==> src/rtl/adc_sample_packer.sv <==
// Packs pairs of 12-bit ADC samples into tagged 32-bit words, groups them into
// fixed-length frames and streams them out of a first-word-fall-through FIFO.
//
// state    | meaning
// ---------+-----------------------------------------------------------
// S_IDLE   | waiting for capture_en & sample_valid to take sample 0
// S_ACTIVE | accepting samples 1 .. FRAME_SAMPLES-1 of the current frame
module adc_sample_packer #(
    parameter int          DATA_WIDTH    = 12,
    parameter int          FRAME_SAMPLES = 256,
    parameter int          FIFO_DEPTH    = 16,
    parameter logic [3:0]  CHANNEL_ID    = 4'h0
) (
    input  logic                  clk,
    input  logic                  rstn,
    input  logic [DATA_WIDTH-1:0] sample_in,
    input  logic                  sample_valid,
    input  logic                  capture_en,
    input  logic                  clear_status,
    output logic [31:0]           m_axis_tdata,
    output logic                  m_axis_tvalid,
    input  logic                  m_axis_tready,
    output logic                  m_axis_tlast,
    output logic                  m_axis_tuser,
    output logic                  busy,
    output logic [15:0]           frames_done,
    output logic [15:0]           overflow_count,
    output logic                  overflow_flag
);

    localparam int CW = $clog2(FRAME_SAMPLES);
    localparam int AW = $clog2(FIFO_DEPTH);
    localparam logic [CW-1:0] REM_START = CW'(FRAME_SAMPLES - 1);
    localparam logic [CW-1:0] REM_ONE   = CW'(1);

    typedef enum logic {S_IDLE, S_ACTIVE} state_t;

    state_t                state, state_nxt;
    logic [CW-1:0]         rem, rem_nxt;
    logic                  accept, odd_sample, last_sample;

    logic [DATA_WIDTH-1:0] half;
    logic [3:0]            widx;
    logic                  wr_pend, wr_last, wr_user;
    logic [31:0]           wr_word;

    logic [33:0]           mem [FIFO_DEPTH];
    logic [AW:0]           wptr, rptr;
    logic [33:0]           head;
    logic                  empty, full, do_write, do_drop, do_read;

    // rem counts samples still owed to the frame; its parity marks odd samples
    always_comb begin
        state_nxt   = state;
        rem_nxt     = rem;
        accept      = 1'b0;
        odd_sample  = 1'b0;
        last_sample = 1'b0;
        case (state)
            S_IDLE: begin
                if (sample_valid && capture_en) begin
                    accept    = 1'b1;
                    rem_nxt   = REM_START;
                    state_nxt = S_ACTIVE;
                end
            end
            S_ACTIVE: begin
                if (sample_valid) begin
                    accept      = 1'b1;
                    odd_sample  = rem[0];
                    last_sample = (rem == REM_ONE);
                    rem_nxt     = rem - CW'(1);
                    if (last_sample) state_nxt = S_IDLE;
                end
            end
            default: state_nxt = S_IDLE;
        endcase
    end

    always_ff @(posedge clk or negedge rstn) begin
        if (!rstn) begin
            state <= S_IDLE;
            rem   <= '0;
        end else begin
            state <= state_nxt;
            rem   <= rem_nxt;
        end
    end

    always_ff @(posedge clk or negedge rstn) begin
        if (!rstn) begin
            half    <= '0;
            widx    <= '0;
            wr_pend <= 1'b0;
            wr_last <= 1'b0;
            wr_user <= 1'b0;
            wr_word <= '0;
        end else begin
            wr_pend <= accept && odd_sample;
            if (accept && !odd_sample) half <= sample_in;
            if (accept && odd_sample) begin
                wr_word <= {CHANNEL_ID, widx, half, sample_in};
                wr_last <= last_sample;
                wr_user <= (rem == REM_START);
                widx    <= last_sample ? 4'd0 : widx + 4'd1;
            end
        end
    end

    assign empty    = (wptr == rptr);
    assign full     = (wptr[AW] != rptr[AW]) && (wptr[AW-1:0] == rptr[AW-1:0]);
    assign do_write = wr_pend && !full;
    assign do_drop  = wr_pend && full;
    assign do_read  = !empty && m_axis_tready;

    always_ff @(posedge clk) begin
        if (do_write) mem[wptr[AW-1:0]] <= {wr_last, wr_user, wr_word};
    end

    always_ff @(posedge clk or negedge rstn) begin
        if (!rstn) begin
            wptr <= '0;
            rptr <= '0;
        end else begin
            if (do_write) wptr <= wptr + 1'b1;
            if (do_read)  rptr <= rptr + 1'b1;
        end
    end

    assign head          = mem[rptr[AW-1:0]];
    assign m_axis_tvalid = !empty;
    assign m_axis_tdata  = empty ? 32'd0 : head[31:0];
    assign m_axis_tuser  = !empty && head[32];
    assign m_axis_tlast  = !empty && head[33];
    assign busy          = (state == S_ACTIVE);

    // A dropped tlast word still closes its frame
    always_ff @(posedge clk or negedge rstn) begin
        if (!rstn) begin
            frames_done    <= '0;
            overflow_count <= '0;
            overflow_flag  <= 1'b0;
        end else begin
            if (wr_pend && wr_last) frames_done <= frames_done + 16'd1;
            if (do_drop) begin
                overflow_flag <= 1'b1;
                if (clear_status)
                    overflow_count <= 16'd1;
                else if (overflow_count != 16'hFFFF)
                    overflow_count <= overflow_count + 16'd1;
            end else if (clear_status) begin
                overflow_count <= '0;
                overflow_flag  <= 1'b0;
            end
        end
    end

endmodule

==> config.mk <==
export PLATFORM = sky130hd
export DESIGN_NAME = adc_sample_packer
export DESIGN_NICKNAME = d
export VERILOG_FILES = /design/src/rtl/adc_sample_packer.sv
export SDC_FILE = /design/constraint.sdc
export NUM_CORES = 1
export LEC_CHECK = 0
export ABC_CLOCK_PERIOD_IN_PS = 5900
export BUFFER_PORTS_ARGS = -buffer_cell sky130_fd_sc_hd__buf_2
export CORE_UTILIZATION = 45
export CTS_CLUSTER_SIZE = 12
export DETAILED_ROUTE_END_ITERATION = 8
export GPL_ROUTABILITY_DRIVEN = 0
export GPL_TIMING_DRIVEN = 1
export PLACE_DENSITY = 0.66
export SKIP_CTS_REPAIR_TIMING = 1
export SYNTH_ARGS = -nofsm -noshare
export SYNTH_HDL_FRONTEND = slang
export SYNTH_SLANG_ARGS = --single-unit
==> constraint.sdc <==
create_clock -name clk -period 5.9 [get_ports clk]
set_input_delay 0.59 -clock clk [delete_from_list [all_inputs] [get_ports clk]]
set_output_delay 0.59 -clock clk [all_outputs]
set_load 0.01 [all_outputs]
==> impl_metrics.tcl, run 1 <==
set metrics [dict create \
    synth.top_cell.area_share_pct 63.9 \
    finalWorstSetupSlack_ns 1.72 \
    synth.cells.most_frequent "edfxtp_1 (480), mux4_2 (120), dfrtp_1 (99)" \
    num_antenna_cells 0 \
    clk_pin_slew_ns 0.06 \
    slew_violations 0 \
    cp_cell_sequence "buf_4 > mux4_2 > a22oi_1 > a21oi_1 > buf_2" \
    reg2reg_depth 6 \
    synthMuxAreaShare_pct 14.3 \
    grt_max_degree 73 \
    grt_pass1_wl_um 73400 \
    ir_worst_vdd_mv 0.304 \
    yosys.area_share.adder_pct 0.611 \
    setup-violations-final 0 \
    rows 81 \
    hold_path.class "in -> async" \
    synth_top_family_by_area "multiplexers" \
    status "finished, final reports clean" \
    drt-initial-drc-count 950 \
    start_kind "flop" \
    yosysTopAreaCell "edfxtp_1" \
    synth-simple-area-share_pct 3.43 \
    async_reset_ff_share_pct 17.1 \
    vias 11200 \
    synth-edff-count 480 \
    tightest_slew_ns 1.08 \
    power.density_nw_per_um2 478 \
    io_pins 87 \
    drive_gt1_share_pct 29.6 \
    yosys_register_bits 579 \
    period_needed_ns 4.18 \
    dpl.hpwl_um 28000 \
    die_area_um2 51000 \
    rsz0062_at_grt "false" \
    die-width_um 226 \
    critPathCaptureType "output pin" \
    yosysSeqAreaShare_pct 74.9 \
    fin_nets 1279 \
    finalSetupTns_ns 0 \
    max_slew_margin_pct 27.7 \
    tritoncts "done" \
    synth_most_common_cell "edfxtp_1" \
    drt-total-wl_um 48600 \
    crit_path_max_fanout 72 \
    globalRouteOverflowTotal 0 \
    grt_pass1_vias 11500 \
    antenna_found_initial 1 \
    path_class "reg -> out" \
    arrival_ns 3.59 \
    synth_compound_area_share_pct 3.85 \
    vias_per_cell 5.71 \
    fmax_mhz 239 \
    cp_slowest_stage_delay_ns 0.95 \
    drt-wirelength-per-cell_um 24.8 \
    synthXorXnorAreaFrac_pct 1.45 \
    drtAntennaViolNets 0 \
    cts_htree_levels 2 \
    p_leak_uw 0.00866 \
    clock_path_buffers 3 \
    initial_core_util_pct 45.9 \
    hold_viol_final 0 \
    clockRootBuffer "clkbuf_16" \
    synthFlopType "edfxtp_1" \
    syn_to_final_growth_pct 13.7 \
    die_y_um 226 \
    grt_usage_pct 19.8 \
    ys_types 57 \
    cts_buffers 58 \
    core_um2 49200 \
    drv_cap 0 \
    post-route-drc-count 0 \
    synth_area_leaders "edfxtp_1 (64%), mux4_2 (12%), dfrtp_1 (11%)" \
    yosysWarnings 0 \
    crit_slowest_cell "dfrtp_4" \
    pre_cts_ws_ns 2.28 \
    synth_area_um2 22500 \
    finalCritPeriodShare_pct 70.9 \
    port_buffers 82 \
    syn_area_per_cell_um2 19.9 \
    netlist_instances 1134 \
    critPathRequiredTime_ns 5.31 \
    skew_ns 0.0229 \
    clk_latency_ns 0.62 \
    clock_sinks 579 \
    first_pass_iters 4 \
]
==> cell type report <==
class	count	area, um2
repair buffers	110	623
clock inverters	11	72.6
multi-input cells	491	5490
well taps	664	831
clock buffers	99	1690
fillers	3832	23500
flip-flops and latches	579	16900
inverters	10	37.5
==> registers in the layout, summed over array words and instances (netlist names) <==
signal          cells
wr_word            28
wr_last             1
half               12
wptr                5
wr_user             1
rptr                5
widx                4
overflow_count     16
busy                1
wr_pend             1
overflow_flag       1
frames_done        16
mem               480
rem                 8
==> routing by layer <==
layer	GRT usage (%)	part of all wire (%)
met5	0	0.027
met4	6.54	2.4
met3	3.06	5.3
met2	32.2	50
met1	27.4	43
==> metrics by stage <==
stage	total power (uW)	hold slack (ns)	area [um2]	instances	util, %
final	12200	0.000384	25600	1964	52.2
after detailed placement	8950	0.472	23900	1854	48.6
after global routing	12800	0.0345	25600	1964	52.2
after floorplan	7780	0.294	22600	1137	-
after global placement	8880	0.454	23900	1854	48.6
after CTS	12400	0.000320	25600	1964	52.2
==> critical path: cells and delay by family (launching register included) <==
kind / cells / cell delay [ns]
flops: 1 / 0.95
mux: 1 / 0.42
buf+inv: 2 / 1.13
compound gates: 2 / 0.41
==> cell usage in the layout (no fill, tap or decap), types with 7 or more instances in the layout <==
cell | netlist | final
a21oi_1 | 45 | 45
a22oi_1 | 62 | 62
and3_1 | 10 | 10
buf_2 | 21 | 81
buf_4 | 5 | 29
clkbuf_1 | 26 | 34
clkbuf_16 | 0 | 59
dfrtp_1 | 99 | 97
edfxtp_1 | 480 | 480
ha_1 | 11 | 11
inv_1 | 9 | 8
mux2_2 | 46 | 46
mux4_2 | 120 | 120
nand2_1 | 34 | 34
nand3_1 | 12 | 12
nand4_1 | 13 | 13
nor2_1 | 29 | 16
nor2_4 | 0 | 13
o21ai_0 | 7 | 7
xnor2_1 | 17 | 17
xor2_1 | 11 | 11
==> report_power, final <==
group	total, uW	switching, uW	internal, uW
sequential	5850	666	5180
combinational	2970	1570	1400
clock	3430	1490	1940
==> logic make-up (layout without fill, tap and decap cells) <==
kind of cell / count (synthesis) / count (layout)
xor gates and xnor gates: 33 / 33
and+or+nand+nor: 143 / 143
adders and majority gates: 11 / 11
muxes: 167 / 167
DFF: 579 / 579
AOI/OAI and AO/OA: 133 / 133
buffers and inverters: 67 / 230
other: 1 / 4
==> worst paths after layout <==
path	endpoint	slack, ns	from
max	m_axis_tdata[0]	1.72	rptr[1]$_DFFE_PN0P_
min	frames_done[15]$_DFFE_PN0P_	0.0004	rstn
min in group clk	half[0]$_DFFE_PN0P_	0.25	sample_in[0]
max in group asynchronous	rptr[1]$_DFFE_PN0P_	4.66	rstn
max reg2reg	mem[4][20]$_DFFE_PP_	2.34	rptr[0]$_DFFE_PN0P_
min reg2reg	frames_done[15]$_DFFE_PN0P_	0.48	frames_done[15]$_DFFE_PN0P_
Note: power is estimated with default switching activity, not from simulation.
==> run 2: changes to the inputs <==
Settings changed: ABC_CLOCK_PERIOD_IN_PS 5900 to 4250.
Clock period 5.9 ns to 4.25 ns, I/O delays scaled along.
==> run 2 against run 1 <==
The flow now finishes with violations (negative hold slack). Critical path depth increased by 1. Total power up 39%. Sequential cell count unchanged. Worst hold slack got worse by 0.050 ns. Routed wire length fell by 1.2%. Critical endpoint unchanged.
==> impl_metrics.tcl, run 2 (same netlist as run 1, synthesis figures left out) <==
set metrics [dict create \
    rows 81 \
    die_area_um2 51000 \
    period_needed_ns 3.61 \
    port_buffers 82 \
    cts_buffers 58 \
    syn_to_final_growth_pct 13.7 \
    antenna_found_initial 1 \
    fin_util_pct 52.2 \
    ir_worst_vdd_mv 0.395 \
    initial_core_util_pct 45.9 \
    clockRootBuffer "clkbuf_16" \
    rsz0062_at_grt "false" \
    setup-violations-final 0 \
    vias_per_cell 5.69 \
    first_pass_iters 5 \
    skew_ns 0.0191 \
    power.density_nw_per_um2 663 \
    grt_pass1_vias 11500 \
    finalCritPeriodShare_pct 84.9 \
    drtAntennaViolNets 0 \
    clock_sinks 579 \
    slew_violations 0 \
    max_slew_margin_pct 34.6 \
    hold_viol_final 62 \
    drive_gt1_share_pct 29.9 \
    fmax_mhz 277 \
    path_class "reg -> out" \
    die_y_um 226 \
    fillers 3868 \
    layout_commonest_cell "edfxtp_1" \
    drt-total-wl_um 48000 \
    drv_cap 0 \
    grt_max_degree 90 \
    grt_usage_pct 19.5 \
    status "complete, but fails checks" \
    failed_checks "negative hold slack" \
    crit_path_max_fanout 36 \
    dpl.hpwl_um 28700 \
    reg2reg_slack_ns 1.17 \
    tightest_slew_ns 0.979 \
    io_pins 87 \
    hold_ws_ns -0.0500 \
    critPathRequiredTime_ns 3.83 \
    hold_path.class "in -> async" \
    start_kind "flop" \
    globalRouteOverflowTotal 0 \
    critPathCaptureType "output pin" \
    fin_nets 1286 \
    num_antenna_cells 0 \
    clock_path_buffers 3 \
    core_um2 49200 \
    clk_pin_slew_ns 0.06 \
    power_uw 17000 \
    die-width_um 226 \
    finalSetupTns_ns 0 \
    cts_htree_levels 2 \
    p_leak_uw 0.00867 \
    drt-initial-drc-count 910 \
    vias 11200 \
    layout_common_cells "edfxtp_1 (480), mux4_2 (120), dfrtp_1 (97), buf_2 (81), a22oi_1 (62)" \
    arrival_ns 3.18 \
    post-route-drc-count 0 \
    largest_reg_flops 480 \
    drt-wirelength-per-cell_um 24.5 \
    clk_latency_ns 0.61 \
    tritoncts "done" \
    grt_pass1_wl_um 72500 \
]
run 2: cell types whose count changed in the layout (fill, tap and decap cells not counted), sizes merged:
cell and delta:
clkbuf -14, bufinv +1, clkinvlp +1, inv -2
clkinv +4, buf +7
run 2: path summary, 6_finish.rpt:
kind / from / cells past startpoint / to
setup / recovery: rptr[1]$_DFFE_PN0P_ / 6 / m_axis_tdata[0]
hold / removal: rstn / 1 / frames_done[4]$_DFFE_PN0P_
setup reg to reg: rptr[1]$_DFFE_PN0P_ / 6 / mem[4][3]$_DFFE_PP_
hold reg to reg: frames_done[15]$_DFFE_PN0P_ / 1 / frames_done[15]$_DFFE_PN0P_
max in group asynchronous: rstn / 2 / wr_word[5]$_DFFE_PN0P_
min in group clk: sample_in[11] / 2 / wr_word[11]$_DFFE_PN0P_
run 2: metrics by stage:
| step | instance area (um2) | cells | hold slack [ns] | worst slack, ns |
|---|---|---|---|---|
| after detailed placement | 24000 | 1861 | 0.461 | 1.14 |
| final | 25600 | 1961 | -0.0500 | 0.643 |
| after global routing | 25600 | 1961 | 0.0109 | 0.465 |
| after floorplan | 22600 | 1137 | 0.129 | 0.424 |
| after CTS | 25600 | 1961 | -0.0383 | 0.590 |
| after global placement | 24000 | 1861 | 0.456 | 1.25 |
run 2: critical path: stages (launching register included):
cell and delay (ns):
dfrtp_4 0.79, xnor2_2 0.19, nand4_2 0.29, nor2_4 0.55, buf_4 0.41, a21oi_1 0.16, buf_2 0.18
run 2: layer usage:
layer	GRT usage (%)	up-vias	share of wire (%)
met3	3.96	66	6.4
met4	5.46	2	1.9
met2	31.8	351	50
met5	0	-	0.027
li1	-	4876	-
met1	26.6	5866	42
run 2: where the power goes:
part	switching, uW	internal, uW
clock network	2040	2580
registers	915	7200
logic	2310	1960
total	5260	11700
run 2: final cells by class:
type	instances	area, um2	area share, %
flip-flops and latches	579	16900	65.9
well taps	664	831	3.24
clock inverters	15	123	0.478
multi-input cells	491	5490	21.4
clock buffers	85	1550	6.06
inverters	10	37.5	0.146
repair buffers	117	713	2.78
==> run 3: changes to the inputs <==
Settings changed: ABC_CLOCK_PERIOD_IN_PS 4250 to 3000, PLACE_DENSITY 0.66 to 0.68.
Clock period 4.25 ns to 3 ns, I/O delays scaled along.
==> run 3 against run 2 <==
The flow now finishes without violations. Clock power grew 49%. Critical path depth is the same. Final area grew 3.1%. Via count grew 4.2%. Clock skew grew 0.0011 ns. Core utilization grew 1.6 points. Sequential power grew 39%. Non-clock buffer count grew 52. Die area is the same. Worst hold slack gained 0.078 ns. Critical endpoint is now m_axis_tdata[9]. Largest cell class unchanged.
==> impl_metrics.tcl, run 3 (same netlist as run 1, synthesis figures left out) <==
set metrics [dict create \
    layout_common_cells "edfxtp_1 (480), mux4_2 (120), dfrtp_1 (95), buf_2 (81), clkbuf_16 (62)" \
    drt-wirelength-per-cell_um 24.9 \
    grt_max_degree 71 \
    die_area_um2 51000 \
    finalCritPeriodShare_pct 97.6 \
    hold_ws_ns 0.0280 \
    ir_worst_vdd_mv 0.567 \
    r2r-start "rptr[0]$_DFFE_PN0P_" \
    p_leak_uw 0.00905 \
    vias_per_cell 5.75 \
    setup-violations-final 0 \
    clock_path_buffers 3 \
    io_pins 87 \
    slew_violations 0 \
    post-route-drc-count 0 \
    reg2reg_slack_ns 0.52 \
    drtAntennaViolNets 0 \
    grt_pass1_vias 11700 \
    drv_cap 0 \
    cts_buffers 59 \
    rows 81 \
    reg2reg_depth 6 \
    drive_gt1_share_pct 32.6 \
    clk_latency_ns 0.63 \
    whs_endpoint "busy$_DFF_PN0_" \
    hold_path.class "in -> reg" \
    num_antenna_cells 0 \
    path_class "reg -> out" \
    drt-initial-drc-count 897 \
    period_needed_ns 2.93 \
    vias 11600 \
    dpl.hpwl_um 28900 \
    multi_input_area_um2 5530 \
    antenna_found_initial 1 \
    arrival_ns 2.63 \
    fin_nets 1340 \
    clk_pin_slew_ns 0.06 \
    tritoncts "done" \
    finalSetupTns_ns 0 \
    layout_commonest_cell "edfxtp_1" \
    globalRouteOverflowTotal 0 \
    grt_pass1_wl_um 73700 \
    start_kind "flop" \
    max_slew_margin_pct 46.7 \
    fillers 3753 \
    crit_path_max_fanout 12 \
    grt_usage_pct 19.8 \
    power.density_nw_per_um2 954 \
    status "finished, final reports clean" \
    hold_viol_final 0 \
    largest_reg_flops 480 \
    syn_to_final_growth_pct 17.3 \
    port_buffers 82 \
    die-width_um 226 \
    first_pass_iters 7 \
    skew_ns 0.0202 \
    min_from "capture_en" \
    initial_core_util_pct 45.9 \
    r2r_end "mem[3][5]$_DFFE_PP_" \
    clock_sinks 579 \
    critPathRequiredTime_ns 2.70 \
    cts_htree_levels 2 \
    critPathCaptureType "output pin" \
    tightest_slew_ns 0.798 \
    fin_util_pct 53.8 \
    fmax_mhz 341 \
    final-seq-area_um2 16900 \
    drt-total-wl_um 50300 \
    clockRootBuffer "clkbuf_16" \
    core_um2 49200 \
    die_y_um 226 \
    whs_path_depth 3 \
]
## run 3: metrics by stage
| step | setup WS (ns) | total power, uW | std cells | instance area (um2) |
|---|---|---|---|---|
| 6_report | 0.0712 | 25200 | 2023 | 26400 |
| 5_1_grt | -0.000795 | 26300 | 2023 | 26400 |
| 3_3_place_gp | 0.492 | 18000 | 1880 | 24200 |
| 2_1_floorplan | -0.811 | 15300 | 1137 | 22600 |
| 4_1_cts | -0.179 | 24900 | 1989 | 26000 |
| 3_5_place_dp | 0.508 | 18100 | 1880 | 24200 |
## run 3: final cells by class
class,count,area share (%)
sequential,579,63.9
multi-input combinational,492,20.9
clock buffer,93,6.22
timing repair buffer,169,5.16
tap,664,3.14
clock inverter,16,0.539
inverter,10,0.142
## run 3: worst max-delay path by stage
stage,start,endpoint
finish,rptr[0]$_DFFE_PN0P_,m_axis_tdata[9]
global route,rptr[0]$_DFFE_PN0P_,m_axis_tdata[4]
CTS,rptr[0]$_DFFE_PN0P_,m_axis_tdata[9]
detailed placement,rptr[0]$_DFFE_PN0P_,m_axis_tdata[9]
global placement,rptr[0]$_DFFE_PN0P_,m_axis_tdata[9]
floorplan,wptr[3]$_DFFE_PN0P_,mem[1][0]$_DFFE_PP_
## run 3: worst max-delay path, cell delays in order, from the launching register on
cell and delay, ns:
dfrtp_4 0.51, buf_12 0.15, clkbuf_16 0.20, mux4_2 0.51, a22oi_2 0.31, a21oi_1 0.15, buf_2 0.17
## run 3: report_power, final
group          total [uW]  leakage [uW]  internal, uW  switching (uW)
Clock                6850      0.000867          3850            3000
Sequential          11300       0.00555         10200            1140
Combinational        7030       0.00263          3310            3720
Total               25200       0.00905         17400            7860
## run 3: routing by layer
| layer | GRT usage (%) | up-vias | wire length [um] | part of all wire (%) |
|---|---|---|---|---|
| met4 | 5.16 | 0 | 991 | 2.0 |
| met1 | 27.9 | 6142 | 21900 | 44 |
| met3 | 4.01 | 79 | 3320 | 6.6 |
| met5 | 0 | - | 0 | 0 |
| met2 | 31.8 | 416 | 24100 | 48 |
| li1 | - | 4991 | - | - |
